`src/rtl/uart_ctrl.sv`:
```
// UART controller: shared baud tick, TX FIFO feeding a framed serial transmitter,
// and a 2-flop-synchronised receiver with parity/frame checking and break handling.
module uart_ctrl #(
  parameter int DATA_W     = 8,
  parameter int FIFO_DEPTH = 16,
  parameter int OSR        = 16
) (
  input  logic              clk,
  input  logic              reset,
  input  logic [15:0]       baud_div,
  input  logic [1:0]        parity_mode,
  input  logic              stop2,
  input  logic [DATA_W-1:0] tx_data,
  input  logic              tx_valid,
  output logic              tx_ready,
  output logic              tx,
  output logic              tx_busy,
  input  logic              rx,
  output logic [DATA_W-1:0] rx_data,
  output logic              rx_valid,
  output logic              rx_parity_err,
  output logic              rx_frame_err,
  output logic [2:0]        tx_state_dbg,
  output logic [2:0]        rx_state_dbg
);
  localparam int AW = $clog2(FIFO_DEPTH);
  localparam int OW = $clog2(OSR);
  localparam int BW = $clog2(DATA_W);
  localparam logic [OW-1:0] T_LAST   = OW'(OSR - 1);
  localparam logic [OW-1:0] T_HALF   = OW'(OSR / 2 - 1);
  localparam logic [OW-1:0] T_ONE    = OW'(1);
  localparam logic [BW-1:0] BIT_LAST = BW'(DATA_W - 1);
  localparam logic [BW-1:0] BIT_ONE  = BW'(1);

  typedef enum logic [2:0] {TX_IDLE, TX_START, TX_DATA, TX_PARITY, TX_STOP} tx_state_e;
  typedef enum logic [2:0] {RX_IDLE, RX_START, RX_DATA, RX_PARITY, RX_STOP, RX_WAIT_HIGH} rx_state_e;

  // Baud tick: the divisor is sampled only at wrap so a change never truncates a period.
  logic [15:0] baud_cnt_q, baud_cnt_d, div_q, div_d;
  logic        tick;

  always_comb begin
    tick       = (baud_cnt_q == div_q);
    baud_cnt_d = baud_cnt_q + 16'd1;
    div_d      = div_q;
    if (tick) begin
      baud_cnt_d = '0;
      div_d      = baud_div;
    end
  end

  // TX FIFO. Write handshake: a word is taken on a clk edge where tx_valid and
  // tx_ready are both 1; tx_valid while full is ignored. Pointers carry a wrap bit.
  logic [DATA_W-1:0] mem_q [FIFO_DEPTH];
  logic [AW:0]       wr_ptr_q, wr_ptr_d, rd_ptr_q, rd_ptr_d;
  logic              fifo_empty, fifo_full, push, pop;
  logic [DATA_W-1:0] fifo_rdata;

  assign fifo_empty = (wr_ptr_q == rd_ptr_q);
  assign fifo_full  = (wr_ptr_q[AW] != rd_ptr_q[AW]) && (wr_ptr_q[AW-1:0] == rd_ptr_q[AW-1:0]);
  assign fifo_rdata = mem_q[rd_ptr_q[AW-1:0]];
  assign push       = tx_valid && !fifo_full;
  assign tx_ready   = !fifo_full;

  always_comb begin
    wr_ptr_d = wr_ptr_q + {{AW{1'b0}}, push};
    rd_ptr_d = rd_ptr_q + {{AW{1'b0}}, pop};
  end

  always_ff @(posedge clk) begin
    if (push) mem_q[wr_ptr_q[AW-1:0]] <= tx_data;
  end

  always_ff @(posedge clk or negedge reset) begin
    if (!reset) begin
      baud_cnt_q <= '0;
      div_q      <= '0;
      wr_ptr_q   <= '0;
      rd_ptr_q   <= '0;
    end else begin
      baud_cnt_q <= baud_cnt_d;
      div_q      <= div_d;
      wr_ptr_q   <= wr_ptr_d;
      rd_ptr_q   <= rd_ptr_d;
    end
  end

  // TX FSM
  tx_state_e         tx_state_q, tx_state_d;
  logic [DATA_W-1:0] tx_shift_q, tx_shift_d;
  logic [OW-1:0]     tx_tcnt_q, tx_tcnt_d;
  logic [BW-1:0]     tx_bit_q, tx_bit_d;
  logic              tx_q, tx_d, tx_par_q, tx_par_d, tx_pen_q, tx_pen_d;
  logic              tx_stop2_q, tx_stop2_d, tx_second_q, tx_second_d;
  logic              tx_bit_end, tx_load;

  assign tx_bit_end = tick && (tx_tcnt_q == T_LAST);
  // A new frame starts from IDLE or straight out of the final stop bit.
  assign tx_load = !fifo_empty && ((tx_state_q == TX_IDLE) ||
                   ((tx_state_q == TX_STOP) && tx_bit_end && (!tx_stop2_q || tx_second_q)));
  assign pop     = tx_load;

  always_comb begin
    tx_state_d  = tx_state_q;
    tx_shift_d  = tx_shift_q;
    tx_tcnt_d   = tx_tcnt_q;
    tx_bit_d    = tx_bit_q;
    tx_d        = tx_q;
    tx_par_d    = tx_par_q;
    tx_pen_d    = tx_pen_q;
    tx_stop2_d  = tx_stop2_q;
    tx_second_d = tx_second_q;
    if ((tx_state_q != TX_IDLE) && tick) tx_tcnt_d = tx_bit_end ? '0 : tx_tcnt_q + T_ONE;
    case (tx_state_q)
      TX_START: if (tx_bit_end) begin
        tx_state_d = TX_DATA;
        tx_bit_d   = '0;
        tx_d       = tx_shift_q[0];
      end
      TX_DATA: if (tx_bit_end) begin
        if (tx_bit_q == BIT_LAST) begin
          tx_state_d  = tx_pen_q ? TX_PARITY : TX_STOP;
          tx_d        = tx_pen_q ? tx_par_q : 1'b1;
          tx_second_d = 1'b0;
        end else begin
          tx_bit_d   = tx_bit_q + BIT_ONE;
          tx_shift_d = tx_shift_q >> 1;
          tx_d       = tx_shift_q[1];
        end
      end
      TX_PARITY: if (tx_bit_end) begin
        tx_state_d  = TX_STOP;
        tx_d        = 1'b1;
        tx_second_d = 1'b0;
      end
      TX_STOP: if (tx_bit_end) begin
        if (tx_stop2_q && !tx_second_q) begin
          tx_second_d = 1'b1;
        end else begin
          tx_state_d = TX_IDLE;
          tx_d       = 1'b1;
        end
      end
      default: tx_d = 1'b1;
    endcase
    if (tx_load) begin
      tx_state_d = TX_START;
      tx_d       = 1'b0;
      tx_tcnt_d  = '0;
      tx_shift_d = fifo_rdata;
      tx_pen_d   = (parity_mode == 2'b01) || (parity_mode == 2'b10);
      tx_par_d   = (^fifo_rdata) ^ (parity_mode == 2'b10);
      tx_stop2_d = stop2;
    end
  end

  always_ff @(posedge clk or negedge reset) begin
    if (!reset) begin
      tx_state_q  <= TX_IDLE;
      tx_shift_q  <= '0;
      tx_tcnt_q   <= '0;
      tx_bit_q    <= '0;
      tx_q        <= 1'b1;
      tx_par_q    <= 1'b0;
      tx_pen_q    <= 1'b0;
      tx_stop2_q  <= 1'b0;
      tx_second_q <= 1'b0;
    end else begin
      tx_state_q  <= tx_state_d;
      tx_shift_q  <= tx_shift_d;
      tx_tcnt_q   <= tx_tcnt_d;
      tx_bit_q    <= tx_bit_d;
      tx_q        <= tx_d;
      tx_par_q    <= tx_par_d;
      tx_pen_q    <= tx_pen_d;
      tx_stop2_q  <= tx_stop2_d;
      tx_second_q <= tx_second_d;
    end
  end

  assign tx           = tx_q;
  assign tx_busy      = !fifo_empty || (tx_state_q != TX_IDLE);
  assign tx_state_dbg = tx_state_q;

  // RX FSM; rx_s_q is the only form of rx the logic ever looks at.
  rx_state_e         rx_state_q, rx_state_d;
  logic              rx_meta_q, rx_s_q;
  logic [DATA_W-1:0] rx_shift_q, rx_shift_d, rx_data_q, rx_data_d;
  logic [OW-1:0]     rx_tcnt_q, rx_tcnt_d;
  logic [BW-1:0]     rx_bit_q, rx_bit_d;
  logic              rx_pen_q, rx_pen_d, rx_odd_q, rx_odd_d, rx_perr_q, rx_perr_d;
  logic              rx_valid_q, rx_valid_d, rx_perr_out_q, rx_perr_out_d, rx_ferr_q, rx_ferr_d;
  logic              rx_half, rx_sample, rx_timing;

  assign rx_timing = (rx_state_q != RX_IDLE) && (rx_state_q != RX_WAIT_HIGH);
  assign rx_half   = tick && (rx_state_q == RX_START) && (rx_tcnt_q == T_HALF);
  assign rx_sample = tick && rx_timing && (rx_state_q != RX_START) && (rx_tcnt_q == T_LAST);

  always_comb begin
    rx_state_d    = rx_state_q;
    rx_shift_d    = rx_shift_q;
    rx_tcnt_d     = rx_tcnt_q;
    rx_bit_d      = rx_bit_q;
    rx_pen_d      = rx_pen_q;
    rx_odd_d      = rx_odd_q;
    rx_perr_d     = rx_perr_q;
    rx_data_d     = rx_data_q;
    rx_valid_d    = 1'b0;
    rx_perr_out_d = rx_perr_out_q;
    rx_ferr_d     = rx_ferr_q;
    if (rx_timing && tick) rx_tcnt_d = (rx_half || rx_sample) ? '0 : rx_tcnt_q + T_ONE;
    case (rx_state_q)
      RX_IDLE: begin
        rx_tcnt_d = '0;
        if (!rx_s_q) begin
          rx_state_d = RX_START;
          rx_pen_d   = (parity_mode == 2'b01) || (parity_mode == 2'b10);
          rx_odd_d   = (parity_mode == 2'b10);
          rx_perr_d  = 1'b0;
        end
      end
      RX_START: if (rx_half) begin
        rx_state_d = rx_s_q ? RX_IDLE : RX_DATA;
        rx_bit_d   = '0;
      end
      RX_DATA: if (rx_sample) begin
        rx_shift_d = {rx_s_q, rx_shift_q[DATA_W-1:1]};
        rx_bit_d   = rx_bit_q + BIT_ONE;
        if (rx_bit_q == BIT_LAST) rx_state_d = rx_pen_q ? RX_PARITY : RX_STOP;
      end
      RX_PARITY: if (rx_sample) begin
        rx_perr_d  = (^rx_shift_q) ^ rx_odd_q ^ rx_s_q;
        rx_state_d = RX_STOP;
      end
      RX_STOP: if (rx_sample) begin
        rx_data_d     = rx_shift_q;
        rx_perr_out_d = rx_perr_q;
        rx_ferr_d     = !rx_s_q;
        rx_valid_d    = 1'b1;
        rx_state_d    = rx_s_q ? RX_IDLE : RX_WAIT_HIGH;
      end
      RX_WAIT_HIGH: if (rx_s_q) rx_state_d = RX_IDLE;
      default: rx_state_d = RX_IDLE;
    endcase
  end

  always_ff @(posedge clk or negedge reset) begin
    if (!reset) begin
      rx_meta_q     <= 1'b1;
      rx_s_q        <= 1'b1;
      rx_state_q    <= RX_IDLE;
      rx_shift_q    <= '0;
      rx_tcnt_q     <= '0;
      rx_bit_q      <= '0;
      rx_pen_q      <= 1'b0;
      rx_odd_q      <= 1'b0;
      rx_perr_q     <= 1'b0;
      rx_data_q     <= '0;
      rx_valid_q    <= 1'b0;
      rx_perr_out_q <= 1'b0;
      rx_ferr_q     <= 1'b0;
    end else begin
      rx_meta_q     <= rx;
      rx_s_q        <= rx_meta_q;
      rx_state_q    <= rx_state_d;
      rx_shift_q    <= rx_shift_d;
      rx_tcnt_q     <= rx_tcnt_d;
      rx_bit_q      <= rx_bit_d;
      rx_pen_q      <= rx_pen_d;
      rx_odd_q      <= rx_odd_d;
      rx_perr_q     <= rx_perr_d;
      rx_data_q     <= rx_data_d;
      rx_valid_q    <= rx_valid_d;
      rx_perr_out_q <= rx_perr_out_d;
      rx_ferr_q     <= rx_ferr_d;
    end
  end

  assign rx_data       = rx_data_q;
  assign rx_valid      = rx_valid_q;
  assign rx_parity_err = rx_perr_out_q;
  assign rx_frame_err  = rx_ferr_q;
  assign rx_state_dbg  = rx_state_q;
endmodule

```
`config.mk`:
```
export PLATFORM = sky130hd
export DESIGN_NAME = uart_ctrl
export DESIGN_NICKNAME = d
export VERILOG_FILES = /design/src/rtl/uart_ctrl.sv
export SDC_FILE = /design/constraint.sdc
export NUM_CORES = 1
export LEC_CHECK = 0
export ABC_CLOCK_PERIOD_IN_PS = 3410
export BUFFER_PORTS_ARGS = -buffer_cell sky130_fd_sc_hd__buf_2
export CAP_MARGIN = 20
export CORE_ASPECT_RATIO = 0.5
export CORE_MARGIN = 4
export CORE_UTILIZATION = 35
export CTS_CLUSTER_DIAMETER = 150
export DETAILED_ROUTE_END_ITERATION = 6
export RECOVER_POWER = 50
export SLEW_MARGIN = 40
export SYNTH_ARGS = -nofsm -noshare
export SYNTH_HDL_FRONTEND = slang
export SYNTH_SLANG_ARGS = --single-unit
```
`constraint.sdc`:
```
create_clock -name clk -period 3.41 [get_ports clk]
set_input_delay 0.5115 -clock clk [delete_from_list [all_inputs] [get_ports clk]]
set_output_delay 0.5115 -clock clk [all_outputs]
set_load 0.02 [all_outputs]
```
**Yosys cells after proc, flatten, opt, wreduce, memory -nomap -nowiden**

Memories as Yosys holds them, arrays and structs flattened.
Cells that the tools add are included.

- Flip-flop bits (word level): 99
- Bits in writable memories: 128
- Output and inout port bits: 20
- Logic and storage cells: 191
- Memories: 1

Memory list:

| memory | words | bits a word | rd ports | clocked after Yosys merged registers in | wr ports | line | RTL |
|---|---|---|---|---|---|---|---|
| mem_q | 16 | 8 | 1 | 0 | 1 | 54 | `logic [DATA_W-1:0] mem_q [FIFO_DEPTH];` |

- Add/sub/neg operators: 7
- Equal/unequal tests: 43
- Muxes and demuxes: 60
- Bitwise logic cells: 4
- Reductions and logical operators: 50

Operators with widths:

| cell | count |
|---|---|
| 3-bit two-way mux | 22 |
| 8-bit two-way mux | 4 |
| 2-bit inequality test (second input constant) | 14 |
| 4-bit two-way mux | 6 |
| 3-bit inequality test (second input constant) | 7 |
| 1-bit two-way mux | 19 |
| 3-bit one-hot mux with 6 select lines | 1 |
| 16-bit by 1-bit adder with 16-bit output (second input constant) | 1 |
| 16-bit equality test | 1 |
| 16-bit two-way mux | 1 |
| 8-bit XOR reduction | 2 |
| 3-bit equality test (second input constant) | 5 |
| 1-bit logical AND | 14 |
| 7-bit AND reduction | 2 |
| 2-bit nonzero test | 7 |
| 3-bit by 2-bit equality test with 1-bit output (second input constant) | 4 |
| 3-bit one-hot mux with 2 select lines | 2 |
| 3-bit one-hot mux with 4 select lines | 1 |
| 5-bit by 1-bit adder with 5-bit output | 2 |
| 3-bit AND reduction | 3 |
| 3-bit nonzero test | 3 |
| 4-bit by 1-bit adder with 4-bit output (second input constant) | 2 |
| 4-bit equality test (second input constant) | 2 |
| 3-bit by 1-bit adder with 3-bit output (second input constant) | 2 |
| other kinds (23) | 37 |

**Logic depth before layout (Yosys ltp)**

- Word-level depth: 9
- Gate-level depth with buffers: 12

**Worst setup path before layout**

OpenSTA, ideal clock, no wires.

- Kind: register to register
- Start: reg rd_ptr_q[1]
- End: mem mem_q[0][0] (enable)
- Library setup time: 0.383 ns
- Arrival: 2.336 ns
- Data required time: 3.027 ns
- Path slack: 0.691 ns
- Stages on the path, launching flop included: 9
- Cell sequence: dfrtp_1 > buf_6 > xor2_1 > nor2_1 > nand3_1 > and2_1 > clkbuf_1 > or3b_2 > nor3_1

- Longest elaborated chain between the ends: 6

RTL lines:

| what | line | RTL |
|---|---|---|
| start, declared | 55 | `logic [AW:0] wr_ptr_q, wr_ptr_d, rd_ptr_q, rd_ptr_d;` |
| start signal, assigned | 84 | `rd_ptr_q <= rd_ptr_d;` |
| 4-bit equality test | 60 | `assign fifo_full = (wr_ptr_q[AW] != rd_ptr_q[AW]) && (wr_ptr_q[AW-1:0] == rd_ptr_q[AW-1:0]);` |
| 1-bit logical AND | 60 |  |
| 1-bit logical NOT | - |  |
| net tx_ready | 15 | `output logic tx_ready,` |
| 1-bit logical AND | 62 | `assign push = tx_valid && !fifo_full;` |
| 1-bit two-way mux | 71 | `if (push) mem_q[wr_ptr_q[AW-1:0]] <= tx_data;` |
| 1-bit two-way mux (not written as such) | 71 |  |
| end, declared | 54 |  |

The timed path passes the listed nets, and every way through them passes these cells.

**Worst setup path after layout**

- Start: reg rd_ptr_q[0]
- End: reg tx_par_q

- Longest elaborated chain between the ends: 3
- Elaborated cells between the ends (all ways): 6
- Classes of those cells: 1 x eq/ne; 1 x bitwise; 3 x reduce/logical; 1 x memory

RTL lines:

| what | line | RTL |
|---|---|---|
| memory read 16 x 8 bit or 5-bit equality test (tied branches) | - |  |
| 8-bit XOR reduction or 1-bit logical NOT (tied branches) | 152, 99 |  |
| 1-bit bitwise XOR or 1-bit logical AND (tied branches) | 152, 99 |  |
| end signal, assigned | 174 | `tx_par_q <= tx_par_d;` |
| end, declared | 93 | `logic tx_q, tx_d, tx_par_q, tx_par_d, tx_pen_q, tx_pen_d;` |

Parallel ways exist; a longest one is shown, timed or not.
A chain may end at the register's enable or synchronous reset.

==> impl_metrics.env <==
export IMPL_area_growth_pct=14.38
export IMPL_finalSetupTns_ns=0
export IMPL_ys_seq_area_share_pct=63.82
export IMPL_drive_gt1_share_pct=19.39
export IMPL_fillers=2530
export IMPL_r2r_slack_ns=0.62
export IMPL_p_per_area_nw_per_um2=704.1
export IMPL_cp_end_kind="register"
export IMPL_worstHoldStart="rx"
export IMPL_slowest_stage="dfrtp_1"
export IMPL_firstDrtPassIters=4
export IMPL_r2r_cells=7
export IMPL_finalSetupViolCount=0
export IMPL_via_count=5542
export IMPL_hold_path_end="rx_meta_q"
export IMPL_synth_ff_type="edfxtp_1"
export IMPL_syn_avg_cell_area_um2=14.73
export IMPL_cts_root_buf="clkbuf_16"
export IMPL_timing_fmax_mhz=357.9
export IMPL_slew_violations=82
export IMPL_min_path_cells=1
export IMPL_syn_inst=673
export IMPL_grt_pass1_vias=5770
export IMPL_worst_pin_slew_ns=2.035
export IMPL_clk_pin_slew_ns=0.06
export IMPL_dpl_hpwl_um=12800
export IMPL_fp_dieH_um=127.0
export IMPL_r2r_start="rd_ptr_q[0]"
export IMPL_antenna_found_initial=0
export IMPL_final_nets=781
export IMPL_io_buffers=50
export IMPL_die_w_um=246.0
export IMPL_start_util_pct=35.63
export IMPL_violations="max-capacitance violations, max-slew violations"
export IMPL_drv_cap=1
export IMPL_crit_chain="buf_4 -> mux4_1 -> mux4_2 -> xor2_1 -> xnor2_2 -> xnor2_1 -> o21ai_1"
export IMPL_crit_fanout=12
export IMPL_ctsResizeCount=0
export IMPL_path_depth=7
export IMPL_vdd_drop_max_mv=0.3466
export IMPL_drt_wl_total_um=19290
export IMPL_path_class="register to register"
export IMPL_gp_congestion=0.7864
export IMPL_post_drt_via_cell_ratio=4.883
export IMPL_finalCriticalPeriod_ns=2.794
export IMPL_drt_iter0_drc=411
export IMPL_r2r_end="tx_par_q"
export IMPL_post_cts_setup_buffers=0
export IMPL_pre_cts_slack_ns=0.5832
export IMPL_holdBufCountCts=0
export IMPL_path_buf_inv=1
export IMPL_status="complete, but fails checks"
export IMPL_grt_overflow=0
export IMPL_dp_cells=1095
export IMPL_cts_max_path_buffers=3
export IMPL_grt_pass1_wl_um=31260
export IMPL_synth_seq_cells=227
export IMPL_yosysWarningCount=0
export IMPL_cpPeakStageDelay_ns=0.73
export IMPL_cp_top_family="multiplexers"
export IMPL_worst_slack_ns=0.6159
export IMPL_synthArstFlopShare_pct=43.61
export IMPL_syn_nets=716
export IMPL_mostFrequentLayoutCell="edfxtp_1"
export IMPL_final_hold_viol_count=0
export IMPL_slew_headroom_pct=-35.64
export IMPL_holdWs_ns=0.09674
export IMPL_hold_class="input pin to register"
export IMPL_track_usage_pct=12.37
export IMPL_finalCritPeriodShare_pct=81.94
export IMPL_rows=43
export IMPL_cts_tree="done"
export IMPL_ctsHtreeMaxLevel=1
export IMPL_io_pins=51
export IMPL_cts_buffers_inserted=23
export IMPL_synth_edf_count=128
export IMPL_insertion_delay_ns=0.52
export IMPL_synth_cell_type_count=60
export IMPL_num_antenna_cells=0
export IMPL_mostFrequentLayoutCells="edfxtp_1, dfrtp_1, nor2_1"
export IMPL_crit_path_start_kind="register"
export IMPL_core_um2=27820
export IMPL_cp_required_ns=3.82
export IMPL_dieArea_um2=31240
export IMPL_syn_cell_area_um2=9911
export IMPL_rsz0062_at_grt="no"
export IMPL_clkSinkCount=227
export IMPL_grt_max_degree=82
export IMPL_arrival_ns=3.20
export IMPL_fin_cells=1135
export IMPL_ant_nets=0
export IMPL_fin_skew_ns=0.01629
export IMPL_drc=0
export IMPL_leakage_nw=4.356
export IMPL_routedWlPerCell_um=16.99
==> layout make-up <==
cell class	count	area, um2	area share, %
multi-input combinational	397	3327	29.35
tap	382	478.0	4.216
clock inverter	7	102.6	0.9051
sequential	227	6325	55.79
timing repair buffer	75	427.9	3.775
inverter	14	52.55	0.4636
clock buffer	33	623.1	5.497
==> cell families after synthesis <==
kind of cell,Yosys count,share of synthesized area (%)
flip-flops,227,63.82
multiplexers,81,13.69
AO/OA/AOI/OAI,73,4.696
AND/OR/NAND/NOR,174,8.421
buffers and inverters,49,2.613
XOR/XNOR,57,5.252
adder cells (fa/ha/maj),12,1.515
==> synth_stat cells (4+ instances only) <==
cell type / n / area, um2
buf_2: 14 / 70.07
nor3_1: 12 / 60.06
nor2_1: 57 / 214.0
a211o_1: 5 / 43.79
a31oi_1: 4 / 25.02
xor2_1: 16 / 140.1
edfxtp_1: 128 / 3844
o21ai_1: 19 / 95.09
mux2i_1: 5 / 50.05
a21oi_1: 12 / 60.06
mux4_1: 12 / 315.3
nand4_1: 9 / 56.30
ha_1: 12 / 150.1
dfrtp_1: 96 / 2402
mux4_2: 24 / 540.5
xnor2_1: 39 / 341.6
inv_1: 12 / 45.04
clkbuf_1: 14 / 52.55
nand2b_1: 5 / 31.28
o21ai_0: 8 / 40.04
nand2_1: 39 / 146.4
a22oi_1: 4 / 30.03
mux2_1: 21 / 236.5
mux2_2: 19 / 214.0
and3_1: 6 / 37.54
nand3_1: 27 / 135.1
==> through the flow <==
step                utilization [%]  total power (W)  area, um2
floorplan                         -         0.005112       9911
global placement              38.23         0.005581      10640
detailed placement            38.25         0.005606      10640
CTS                           40.86         0.008105      11360
global route                  40.75         0.008392      11340
finish                        40.75         0.007982      11340
==> where the power goes <==
group | leakage [nW] | total, W | switching [W] | internal (W)
clock network | 0.353 | 0.00248 | 0.00105 | 0.00143
registers | 2.43 | 0.00347 | 0.000241 | 0.00323
logic | 1.57 | 0.00203 | 0.000987 | 0.00104
==> flip-flops by register name, indices dropped and copies added (netlist names), 3 cells and up <==
register / count
baud_cnt_q: 16
div_q: 16
mem_q: 128
rd_ptr_q: 5
rx_bit_q: 3
rx_data: 8
rx_shift_q: 8
rx_state_dbg: 3
rx_tcnt_q: 4
tx_bit_q: 3
tx_shift_q: 8
tx_state_dbg: 3
tx_tcnt_q: 4
wr_ptr_q: 5
==> layer usage <==
metal / vias to the layer above / global-route usage [%] / wire [um]
met5: - / 0 / 0
met4: 0 / 3.565 / 527
met3: 37 / 2.265 / 954
met2: 115 / 20.81 / 9363
met1: 2745 / 16.64 / 8442
li1: 2645 / - / -
==> how the worst max path moves through the flow <==
stage | start | slack, ns | to
after floorplan | rd_ptr_q[1] | 0.69 | mem_q[0][0]
after global placement | rd_ptr_q[0] | 0.59 | tx_par_q
after detailed placement | rd_ptr_q[0] | 0.58 | tx_par_q
after CTS | rd_ptr_q[0] | 0.55 | tx_busy
after global routing | rd_ptr_q[0] | 0.37 | tx_busy
final | rd_ptr_q[0] | 0.62 | tx_par_q
Note: power is estimated with default switching activity, not from simulation.
